## config.mk

```make
export PLATFORM = sky130hd
export DESIGN_NAME = obi_sram_arb_flat
export DESIGN_NICKNAME = d
export VERILOG_FILES = /design/src/rtl/obi_sram_arb_if.sv /design/src/rtl/obi_sram_arb.sv /design/src/flat_wrapper.sv
export SDC_FILE = /design/constraint.sdc
export NUM_CORES = 1
export LEC_CHECK = 0
export ABC_AREA = 1
export CAP_MARGIN = 0
export CORE_AREA = 5 5 121 123
export DETAILED_ROUTE_END_ITERATION = 8
export DIE_AREA = 0 0 126 128
export GPL_TIMING_DRIVEN = 0
export SLEW_MARGIN = 20
export SYNTH_ARGS = -nofsm -noshare
export SYNTH_HDL_FRONTEND = slang
export SYNTH_SLANG_ARGS = --single-unit
```

## constraint.sdc

```tcl
create_clock -name clk_i -period 4.6 [get_ports clk_i]
set_input_delay 0.46 -clock clk_i [delete_from_list [all_inputs] [get_ports clk_i]]
set_output_delay 0.46 -clock clk_i [all_outputs]
set_load 0.02 [all_outputs]
```

## src/rtl/obi_sram_arb_if.sv

```systemverilog
// OBI request/response bundle shared by the arbiter's manager and subordinate sides.
// The master side drives the request payload; the slave side returns grant and response.
interface obi_sram_arb_if #(
  parameter int unsigned AddrWidth = 32,
  parameter int unsigned DataWidth = 32
);
  localparam int unsigned BeWidth = DataWidth / 8;

  logic                 req;
  logic                 gnt;
  logic [AddrWidth-1:0] addr;
  logic                 we;
  logic [BeWidth-1:0]   be;
  logic [DataWidth-1:0] wdata;
  logic                 rvalid;
  logic [DataWidth-1:0] rdata;
  logic                 err;

  modport master (
    output req, addr, we, be, wdata,
    input  gnt, rvalid, rdata, err
  );

  modport slave (
    input  req, addr, we, be, wdata,
    output gnt, rvalid, rdata, err
  );
endinterface

```

## src/rtl/obi_sram_arb.sv

```systemverilog
// Two-manager round-robin OBI arbiter with an owner FIFO steering in-order responses back.
// Zero added latency on both paths; s_req drops when MaxTrans are outstanding (no same-cycle bypass).
module obi_sram_arb #(
  parameter int unsigned AddrWidth = 32,
  parameter int unsigned DataWidth = 32,
  parameter int unsigned MaxTrans  = 2
) (
  input  logic           clk_i,
  input  logic           rst_i,
  obi_sram_arb_if.slave  m0,
  obi_sram_arb_if.slave  m1,
  obi_sram_arb_if.master s
);
  localparam int unsigned PtrW = (MaxTrans > 1) ? $clog2(MaxTrans) : 1;
  localparam int unsigned CntW = $clog2(MaxTrans + 1);

  logic [MaxTrans-1:0] fifo_q, fifo_d;
  logic [PtrW-1:0]     wr_ptr_q, wr_ptr_d;
  logic [PtrW-1:0]     rd_ptr_q, rd_ptr_d;
  logic [CntW-1:0]     count_q, count_d;
  logic                rr_last_q, rr_last_d;
  logic                hold_vld_q, hold_vld_d;
  logic                hold_sel_q, hold_sel_d;

  logic sel, full, empty, push, pop, head;

  function automatic logic [PtrW-1:0] ptr_inc(input logic [PtrW-1:0] p);
    return (p == PtrW'(MaxTrans - 1)) ? '0 : p + 1'b1;
  endfunction

  assign full  = (count_q == CntW'(MaxTrans));
  assign empty = (count_q == '0);
  assign head  = fifo_q[rd_ptr_q];

  // A stalled request pins sel so the payload stays stable until it is granted.
  always_comb begin
    sel = 1'b0;
    if (hold_vld_q) begin
      sel = hold_sel_q;
    end else if (m0.req && m1.req) begin
      sel = ~rr_last_q;
    end else if (m1.req) begin
      sel = 1'b1;
    end
  end

  assign s.req   = ~rst_i & (m0.req | m1.req) & ~full;
  assign s.addr  = sel ? m1.addr  : m0.addr;
  assign s.we    = sel ? m1.we    : m0.we;
  assign s.be    = sel ? m1.be    : m0.be;
  assign s.wdata = sel ? m1.wdata : m0.wdata;

  assign m0.gnt = s.req & s.gnt & ~sel;
  assign m1.gnt = s.req & s.gnt &  sel;

  assign push = s.req & s.gnt;
  assign pop  = ~rst_i & s.rvalid & ~empty;

  assign m0.rvalid = pop & ~head;
  assign m1.rvalid = pop &  head;
  assign m0.rdata  = s.rdata;
  assign m1.rdata  = s.rdata;
  assign m0.err    = pop & ~head & s.err;
  assign m1.err    = pop &  head & s.err;

  always_comb begin
    fifo_d     = fifo_q;
    wr_ptr_d   = wr_ptr_q;
    rd_ptr_d   = rd_ptr_q;
    count_d    = count_q;
    rr_last_d  = rr_last_q;
    hold_vld_d = s.req & ~s.gnt;
    hold_sel_d = sel;
    if (push) begin
      fifo_d[wr_ptr_q] = sel;
      wr_ptr_d         = ptr_inc(wr_ptr_q);
      rr_last_d        = sel;
    end
    if (pop) begin
      rd_ptr_d = ptr_inc(rd_ptr_q);
    end
    if (push && !pop) begin
      count_d = count_q + 1'b1;
    end else if (pop && !push) begin
      count_d = count_q - 1'b1;
    end
  end

  always_ff @(posedge clk_i) begin
    if (rst_i) begin
      fifo_q     <= '0;
      wr_ptr_q   <= '0;
      rd_ptr_q   <= '0;
      count_q    <= '0;
      rr_last_q  <= 1'b1;
      hold_vld_q <= 1'b0;
      hold_sel_q <= 1'b0;
    end else begin
      fifo_q     <= fifo_d;
      wr_ptr_q   <= wr_ptr_d;
      rd_ptr_q   <= rd_ptr_d;
      count_q    <= count_d;
      rr_last_q  <= rr_last_d;
      hold_vld_q <= hold_vld_d;
      hold_sel_q <= hold_sel_d;
    end
  end

  // A response with nothing outstanding is a subordinate protocol violation; it is dropped.
  always_ff @(posedge clk_i) begin
    if (!rst_i) begin
      assert (!(s.rvalid && empty))
        else $warning("obi_sram_arb: unexpected s_rvalid with empty owner FIFO, response dropped");
    end
  end
endmodule

```

## src/flat_wrapper.sv

```systemverilog
// flat-port wrapper written by rule: the top's interface ports become plain ports
module obi_sram_arb_flat 
#(
  parameter int unsigned AddrWidth = 32,
  parameter int unsigned DataWidth = 32,
  parameter int unsigned MaxTrans  = 2
)
  (clk_i, rst_i, m0_req, m0_addr, m0_we, m0_be, m0_wdata, m0_gnt, m0_rvalid, m0_rdata, m0_err, m1_req, m1_addr, m1_we, m1_be, m1_wdata, m1_gnt, m1_rvalid, m1_rdata, m1_err, s_req, s_addr, s_we, s_be, s_wdata, s_gnt, s_rvalid, s_rdata, s_err);
  obi_sram_arb_if #(.AddrWidth(AddrWidth), .DataWidth(DataWidth)) m0_i ();
  obi_sram_arb_if #(.AddrWidth(AddrWidth), .DataWidth(DataWidth)) m1_i ();
  obi_sram_arb_if #(.AddrWidth(AddrWidth), .DataWidth(DataWidth)) s_i ();
  input  logic clk_i;
  input  logic rst_i;
  input wire logic [$bits(m0_i.req)-1:0] m0_req;
  input wire logic [$bits(m0_i.addr)-1:0] m0_addr;
  input wire logic [$bits(m0_i.we)-1:0] m0_we;
  input wire logic [$bits(m0_i.be)-1:0] m0_be;
  input wire logic [$bits(m0_i.wdata)-1:0] m0_wdata;
  output wire logic [$bits(m0_i.gnt)-1:0] m0_gnt;
  output wire logic [$bits(m0_i.rvalid)-1:0] m0_rvalid;
  output wire logic [$bits(m0_i.rdata)-1:0] m0_rdata;
  output wire logic [$bits(m0_i.err)-1:0] m0_err;
  input wire logic [$bits(m1_i.req)-1:0] m1_req;
  input wire logic [$bits(m1_i.addr)-1:0] m1_addr;
  input wire logic [$bits(m1_i.we)-1:0] m1_we;
  input wire logic [$bits(m1_i.be)-1:0] m1_be;
  input wire logic [$bits(m1_i.wdata)-1:0] m1_wdata;
  output wire logic [$bits(m1_i.gnt)-1:0] m1_gnt;
  output wire logic [$bits(m1_i.rvalid)-1:0] m1_rvalid;
  output wire logic [$bits(m1_i.rdata)-1:0] m1_rdata;
  output wire logic [$bits(m1_i.err)-1:0] m1_err;
  output wire logic [$bits(s_i.req)-1:0] s_req;
  output wire logic [$bits(s_i.addr)-1:0] s_addr;
  output wire logic [$bits(s_i.we)-1:0] s_we;
  output wire logic [$bits(s_i.be)-1:0] s_be;
  output wire logic [$bits(s_i.wdata)-1:0] s_wdata;
  input wire logic [$bits(s_i.gnt)-1:0] s_gnt;
  input wire logic [$bits(s_i.rvalid)-1:0] s_rvalid;
  input wire logic [$bits(s_i.rdata)-1:0] s_rdata;
  input wire logic [$bits(s_i.err)-1:0] s_err;
  assign m0_i.req = m0_req;
  assign m0_i.addr = m0_addr;
  assign m0_i.we = m0_we;
  assign m0_i.be = m0_be;
  assign m0_i.wdata = m0_wdata;
  assign m0_gnt = m0_i.gnt;
  assign m0_rvalid = m0_i.rvalid;
  assign m0_rdata = m0_i.rdata;
  assign m0_err = m0_i.err;
  assign m1_i.req = m1_req;
  assign m1_i.addr = m1_addr;
  assign m1_i.we = m1_we;
  assign m1_i.be = m1_be;
  assign m1_i.wdata = m1_wdata;
  assign m1_gnt = m1_i.gnt;
  assign m1_rvalid = m1_i.rvalid;
  assign m1_rdata = m1_i.rdata;
  assign m1_err = m1_i.err;
  assign s_req = s_i.req;
  assign s_addr = s_i.addr;
  assign s_we = s_i.we;
  assign s_be = s_i.be;
  assign s_wdata = s_i.wdata;
  assign s_i.gnt = s_gnt;
  assign s_i.rvalid = s_rvalid;
  assign s_i.rdata = s_rdata;
  assign s_i.err = s_err;
  obi_sram_arb #(.AddrWidth(AddrWidth), .DataWidth(DataWidth), .MaxTrans(MaxTrans)) u_core (.clk_i(clk_i), .rst_i(rst_i), .m0(m0_i), .m1(m1_i), .s(s_i));
endmodule
```

==> After elaboration in Yosys (flattened, before gate mapping) <==
Index checks and enable logic that the tools add are counted.
Widths: inputs -> output; s select.
{ "totals": {"word_cells": 59, "out_inout_bits": 140, "input_bits": 177, "ff_bits": 9} }
{ "op_classes": {"n_eq_ne": 1, "n_addsub": 4, "bitwise": 20, "n_reduce_logical": 8, "n_mux": 16, "order_cmp": 3} }
{ "ops": {"columns": ["cell", "count"], "rows": [
  ["$mux 32", 2],
  ["$and 1x1->1", 12],
  ["$mux 1", 9],
  ["$not 1->1", 7],
  ["$logic_and 1x1->1", 4],
  ["$lt 1x2->1 const B", 2],
  ["$mux 2", 2],
  ["$mux 4", 1],
  ["$add 1x1->1 const B", 2],
  ["$add 2x1->2 const B", 1],
  ["$bwmux 2", 1],
  ["$eq 2x2->1 const B", 1],
  ["$logic_not 1->1", 2],
  ["$logic_not 2->1", 1],
  ["$reduce_bool 2->1", 1],
  ["$sub 2x1->2 const B", 1],
  ["$demux 1 s1", 1],
  ["$ge 1x1->1 const B", 1],
  ["$or 1x1->1", 1]
]} }

==> Longest topological paths before layout <==
Gate-level depths: netlist of the first run.
{ "logic_depth": {"word_depth": 8, "mapped_depth": 10, "depth_no_buf": 10} }

==> Worst setup path after synthesis of the first run <==
OpenSTA, ideal clock, no wires.
{ "synth_path": {"kind": "in2out", "from": "input s_rvalid", "to": "output m0_err", "required_ns": 4.140, "arrival_time_ns": 1.169, "path_buffers": 0, "cell_stages": 3, "path_slack_ns": 2.971, "path_cell_list": "o21a_1 -> nand2_1 -> nor3_1"} }
{ "synth_between": {"elab_chain_cells": 4} }
{ "synth_rtl": {"columns": ["item", "line", "rtl"], "rows": [
  ["from (decl)", "flat_wrapper.sv:38", "input wire logic [$bits(s_i.rvalid)-1:0] s_rvalid;"],
  ["$and 1x1->1 (2 in series)", "obi_sram_arb.sv:57", "assign pop = ~rst_i & s.rvalid & ~empty;"],
  ["$and 1x1->1 (2 in series)", "obi_sram_arb.sv:63", "assign m0.err = pop & ~head & s.err;"],
  ["to (decl)", "flat_wrapper.sv:22", "output wire logic [$bits(m0_i.err)-1:0] m0_err;"]
]} }
Every way passes these cells.

==> Final worst setup path of the first run <==
{ "layout_path": {"from": "input m0_req", "to": "output s_addr[25]"} }
{ "layout_between": {"elab_chain_cells": 4} }
{ "layout_rtl": {"columns": ["item", "line", "rtl"], "rows": [
  ["from (decl)", "flat_wrapper.sv:14", "input wire logic [$bits(m0_i.req)-1:0] m0_req;"],
  ["$logic_and 1x1->1", "obi_sram_arb.sv:40", "end else if (m0.req && m1.req) begin"],
  ["$mux 1", "obi_sram_arb.sv:40", null],
  ["$mux 1", "obi_sram_arb.sv:38", "if (hold_vld_q) begin"],
  ["$mux 32", "obi_sram_arb.sv:48", "assign s.addr = sel ? m1.addr : m0.addr;"],
  ["to (decl)", "flat_wrapper.sv:33", "output wire logic [$bits(s_i.addr)-1:0] s_addr;"]
]} }
Every way passes these cells.

==> results of run 1 <==
-- where the power goes --
part | leakage (nW) | switching, mW | internal (mW)
clock network | 0.0382 | 0.0386 | 0.116
logic | 2.22 | 0.282 | 0.342
registers | 0.0739 | 0.00393 | 0.0851
-- flip-flops by register name, summed over array words and instances, names as in the netlist --
register	cells
u_core.hold_vld_q	1
u_core.wr_ptr_q	1
u_core.fifo_q	2
u_core.count_q	2
u_core.hold_sel_q	1
u_core.rd_ptr_q	1
u_core.rr_last_q	1
-- cell families after synthesis --
family | count (synthesis) | synth area share, %
and+or+nand+nor | 246 | 53.0
buffers and inverters | 91 | 33.8
DFF | 9 | 10.2
AOI/OAI and AO/OA | 7 | 2.33
adders and majority gates | 1 | 0.706
-- worst max-delay path: cells and delay by family --
kind	cells	cell delay (ns)
AOI/OAI and AO/OA	1	0.18
and+or+nand+nor	4	0.28
buffers and inverters	4	1.59
-- per-layer routing --
layer	wire length (um)	part of all wire [%]	global-route usage (%)
met1	3930	39	12.2
met2	5060	50	20.8
met3	1130	11	3.58
met4	21	0.21	1.70
met5	0	0	0
-- path summary, 6_finish.rpt --
path,start,end,slack [ns],depth (start not counted)
worst max-delay path,m0_req,s_addr[25],1.62,9
worst min-delay path,u_core.fifo_q[1],u_core.fifo_q[1],0.46,2
worst max register to register,u_core.count_q[0],u_core.count_q[1],3.00,10
worst min register to register,u_core.fifo_q[1],u_core.fifo_q[1],0.46,2
-- placed cells by master (no fill, tap or decap), types with 2 or more instances in the layout --
cell type | netlist | layout
nand2_1 | 223 | 223
nor3_1 | 2 | 2
nor2_1 | 13 | 13
clkbuf_16 | 0 | 3
nand3_1 | 5 | 5
a21oi_1 | 2 | 2
dfxtp_1 | 9 | 9
buf_2 | 14 | 14
inv_1 | 12 | 12
nand4_1 | 2 | 2
clkdlybuf4s50_1 | 0 | 284
o21ai_0 | 3 | 3
buf_4 | 64 | 64
-- final cells by class --
cell class | count | area share [%]
tap | 180 | 4.58
buffer | 78 | 11.2
multi-input combinational | 254 | 20.2
timing repair buffer | 284 | 57.8
clock buffer | 4 | 1.60
inverter | 13 | 0.992
sequential | 9 | 3.66
==> summary.md, run 1 <==
| Metric | Value |
|---|---|
| Final Wtd Congestion | 0.779 |
| Post-route insts no fill | 822 |
| First-pass DRT Iterations | 4 |
| Grt ovf | 0 |
| Netlist cell types | 16 |
| Core Rows | 43 |
| Die height | 128 um |
| EDFF count, synth | 0 |
| Most common cell in the netlist | nand2_1 |
| Syn Inst Count | 354 |
| TritonCTS clock tree | done |
| Max Clock Skew | 0.00112 ns |
| Setup repair bufs after CTS | 0 |
| Clock Latency Late Sink | 0.23 ns |
| Detailed placer's ending HPWL | 9000 um |
| Global-route wire length before repair | 14500 um |
| Synthesized Nets | 532 |
| Final TNS setup | 0 ns |
| Final setup fails | 0 |
| Top cells by area, synth | nand2_1 47%, buf_4 27%, dfxtp_1 10% |
| Vias per cell | 3.57 |
| Part of the Yosys area used for sequential elements | 10.2% |
| ANT cells | 0 |
| Crit path time final | 2.98 ns |
| Fin. Hold Viols | 0 |
| CTS H-tree depth | 1 |
| VDD IR max | 0.161 mV |
| Max-slew violation count | 0 |
| WHS | 0.465 ns |
| Drt wl/cell | 12.3 um |
| Critical path peak fanout | 10 |
| Initial Utilization | 13.1% |
| GRT Total Usage | 11.0% |
| Antenna violations before repair | 0 |
| Critical Path RT | 4.14 ns |
| Post-place setup slack | 1.48 ns |
| Worst-Margin Slew | 0.571 ns |
| Layout cells sized above 1 | 13.1% |
| Via count | 2931 |
| Peak Freq | 0.336 GHz |
| Hold Path Class | flip-flop to flip-flop |
| Core Util, Final | 36.3% |
| Area Overhead vs Synth | 177% |
| Crit share post-route | 64.7% |
| Multi-input logic area | 993 um2 |
| Synth area leader | nand2_1 |
| Synth Flop Type | dfxtp_1 |
| Setup CP Type | input port to primary output |
| CTS Hold Bufs | 0 |
| Crit path top cell by count | nand2_1 |
| Cts bufs inserted | 3 |
| Post-Synthesis Cell Area | 1770 um2 |
| Reg clk slew, reported paths | 0.04 ns |
| Placed instance count | 818 |
| Finished layout cell area | 4920 um2 |
| Worst Path Arrival | 2.52 ns |
| # DRC | 0 |
| Clock root buffer | clkbuf_16 |
| Power per cell area | 176 nW/um2 |
| Largest net degree at the start of global routing | 11 |
| Ys async rst share | 0% |
| Worst Setup Start Kind | input port |
| Max Buffers Root-to-Sink | 2 |
| Post-route setup slack | 1.62 ns |
| Crit-path slowest cell | clkdlybuf4s50_1 |
| Crit path cell chain | clkdlybuf4s50_1 > nand2_1 > nand3_1 > o21ai_2 > inv_2 > buf_2 > nand2_1 > nand2_1 > clkdlybuf4s50_1 |
| Worst slew margin relative to its limit | 61.9% |
| FF+latch count, synth | 9 |
| Register area | 180 um2 |
| Number of placed I/O pins | 317 |
| Die W | 126 um |
| DR iter-0 viols | 99 |
| Resized Gates After CTS | 0 |
| Unrepaired setup endpoints after global routing | false |
| Syn. warnings | 0 |
| WL final | 10100 um |
| NumNets Final | 821 |
| Clock sinks | 9 |
| Mean Syn Cell Area | 5.01 um2 |
| Core Region | 13600 um2 |
| Count of input and output buffers | 284 |
| Yosys top cell area share | 47.2% |
| Most instantiated cells after synthesis | 223 x nand2_1, 64 x buf_4, 14 x buf_2, 13 x nor2_1, 12 x inv_1 |
| Crit-path max cell delay | 0.64 ns |
| Leak | 2.33 nW |
| Vias in the first global route | 2833 |
| Power Total | 0.868 mW |
| Maximum Capacitance Violations | 0 |
| Fillers | 1477 |
| Routed Antenna Nets | 0 |
| Status | complete, no violations |
| Critical path capture point type | primary output |
| Die ar. | 16100 um2 |
| Placed Area | 4840 um2 |
Note: power is estimated with default switching activity, not from simulation.
==> run 2, diff against run 1 <==
Settings changed: CORE_AREA 5 5 121 123 to 5 5 118 120, DIE_AREA 0 0 126 128 to 0 0 123 125.
Clock period 4.6 ns to 2.6 ns, I/O delays scaled along.
==> summary.md, run 2 (synthesized netlist as in run 1, its figures left out) <==
| Metric | Value |
|---|---|
| Final setup fails | 0 (unchanged) |
| Reg2reg end | u_core.count_q[1] |
| Number of placed I/O pins | 317 (unchanged) |
| Largest net degree at the start of global routing | 11 (unchanged) |
| Cts bufs inserted | 3 (unchanged) |
| # DRC | 0 (unchanged) |
| Maximum Capacitance Violations | 0 (unchanged) |
| Antenna violations before repair | 0 (unchanged) |
| Worst slew margin relative to its limit | 76.2% (+14 points) |
| Internal reg-to-reg setup slack | 0.94 ns (-2.06 ns) |
| Initial Utilization | 13.8% (+0.69 points) |
| Biggest regs | u_core.count_q x2, u_core.fifo_q x2 |
| Critical Path RT | 2.34 ns (-1.80 ns) |
| Placed instance count | 814 (-0.49%) |
| Layout cells sized above 1 | 13.1% (unchanged) |
| DR iter-0 viols | 122 (+23%) |
| GRT Total Usage | 13.4% (+2.4 points) |
| Most frequent cells in the layout | 271 x clkdlybuf4s50_1, 223 x nand2_1, 64 x buf_4, 13 x nor2_1, 13 x dlymetal6s2s_1 |
| Via count | 3037 (+3.6%) |
| Clock Latency Late Sink | 0.24 ns (about the same) |
| Setup CP Type | input port to primary output |
| Core Region | 12900 um2 (-5.0%) |
| R2R Path Start | u_core.count_q[0] |
| VDD IR max | 0.212 mV (+32%) |
| Worst Setup Start Kind | input port |
| CTS Hold Bufs | 0 (unchanged) |
| Grt ovf | 0 (unchanged) |
| Crit path time final | 2.44 ns |
| Vias per cell | 3.71 (+4.1%) |
| WL final | 11100 um (+9.0%) |
| Peak Freq | 0.409 GHz |
| Critical path capture point type | primary output |
| Detailed placer's ending HPWL | 9760 um (+8.5%) |
| TritonCTS clock tree | done |
| Area Overhead vs Synth | 180% |
| Clock root buffer | clkbuf_16 |
| Post-route insts no fill | 818 (-0.49%) |
| Setup repair bufs after CTS | 0 (unchanged) |
| Max Buffers Root-to-Sink | 2 (unchanged) |
| Multi-input logic area | 1000 um2 (+0.76%) |
| R2R depth | 10 (unchanged) |
| Drt wl/cell | 13.5 um (+9.5%) |
| Fin. Hold Viols | 0 (unchanged) |
| NumNets Final | 821 (unchanged) |
| Die ar. | 15400 um2 (-4.7%) |
| Commonest non-fill, non-tap cell in the layout | clkdlybuf4s50_1 |
| CTS H-tree depth | 1 (unchanged) |
| Die height | 125 um (-2.3%) |
| Max Clock Skew | 0.000773 ns (-0.000348 ns) |
| Worst-Margin Slew | 0.356 ns (-0.215 ns) |
| Final Wtd Congestion | 0.771 (-0.98%) |
| Crit share post-route | 93.9% |
| Core Util, Final | 38.6% (+2.3 points) |
| Critical path peak fanout | 10 (unchanged) |
| Power per cell area | 312 nW/um2 (+77%) |
| Clock sinks | 9 (unchanged) |
| First-pass DRT Iterations | 4 (unchanged) |
| Status | complete, no violations |
| Reg clk slew, reported paths | 0.04 ns (about the same) |
| Register area | 180 um2 (unchanged) |
| Hold Path Class | flip-flop to flip-flop |
| Core Rows | 42 (-2.3%) |
| Count of input and output buffers | 284 (unchanged) |
| Worst Setup EP | s_addr[13] |
| Max-slew violation count | 0 (unchanged) |
| Critical Path Start | m0_req |
| Hold Path Stages | 2 (unchanged) |
| Vias in the first global route | 3270 (+15%) |
| Die W | 123 um (-2.4%) |
| Worst Path Arrival | 2.18 ns (-0.34 ns) |
| Fillers | 1371 (-7.2%) |
| Global-route wire length before repair | 16700 um (+15%) |
| Leak | 2.47 nW (+6.0%) |
| ANT cells | 0 (unchanged) |
| Routed Antenna Nets | 0 (unchanged) |
==> run 2: cell types whose count changed in the layout (fill, tap and decap cells not counted), moves of 5 or more <==
cell             before  now
clkdlybuf4s50_1     284  271
clkbuf_4              0    5
buf_2                14    9
dlymetal6s2s_1        0   13
==> run 2: power breakdown <==
part	switching [mW]	internal, mW
clock	0.0702	0.205
combinational	0.512	0.606
sequential	0.00644	0.151
==> run 2: worst max-delay path, stage by stage <==
cell             delay (ns)
clkdlybuf4s50_1        0.42
nand2_1                0.07
nand3_1                0.12
o21ai_4                0.18
buf_2                  0.33
nand2_1                0.09
nand2_1                0.08
clkdlybuf4s50_1        0.62
==> run 2: what timing repair did <==
action | 4_1_cts | 5_1_grt
resized for setup | 1 | 19
setup endpoints to repair | 15 | 66
pin swaps | 0 | 0
==> run 2: worst min path at each step <==
stage | startpoint | end | slack (ns)
after floorplan | rst_i | u_core.wr_ptr_q | 0.33
after global placement | u_core.fifo_q[1] | u_core.fifo_q[1] | 0.46
after detailed placement | u_core.fifo_q[1] | u_core.fifo_q[1] | 0.46
after CTS | u_core.fifo_q[1] | u_core.fifo_q[1] | 0.47
after global routing | u_core.fifo_q[1] | u_core.fifo_q[1] | 0.51
final | u_core.fifo_q[1] | u_core.fifo_q[1] | 0.46
==> run 2: layout make-up <==
type                    instances  share of cell area [%]
plain buffers                  78                    11.3
clock buffers                   4                    1.59
inverters                      13                    1.03
multi-input cells             254                    20.1
flip-flops and latches          9                    3.63
well taps                     176                    4.43
repair buffers                284                    57.9
==> run 2: routing by layer <==
| metal | wire [um] | GRT usage [%] | share of wire (%) | vias up |
|---|---|---|---|---|
| met2 | 5660 | 25.9 | 51 | 176 |
| met1 | 3820 | 13.7 | 35 | 1283 |
| met4 | 120 | 2.61 | 1.1 | 0 |
| met5 | 0 | 0 | 0 | - |
| met3 | 1450 | 4.47 | 13 | 10 |
| li1 | - | - | - | 1568 |
==> run 2: metrics by stage <==
step	hold WS (ns)	worst slack [ns]	area, um2	power (mW)	setup TNS (ns)
global route	0.507	-0.0252	4970	1.65	-0.236
CTS	0.466	0.0260	4920	1.57	0
finish	0.464	0.158	4970	1.55	0
floorplan	0.332	1.15	1770	0.659	0
global placement	0.456	-0.0123	4840	1.28	-0.0193
detailed placement	0.460	-0.0151	4840	1.29	-0.0396
==> run 3, diff against run 2 <==
Settings changed: CTS_CLUSTER_SIZE from default to 10.
==> results of run 3 <==
No change in the layout: final DEF, timing and power equal those of run 2.
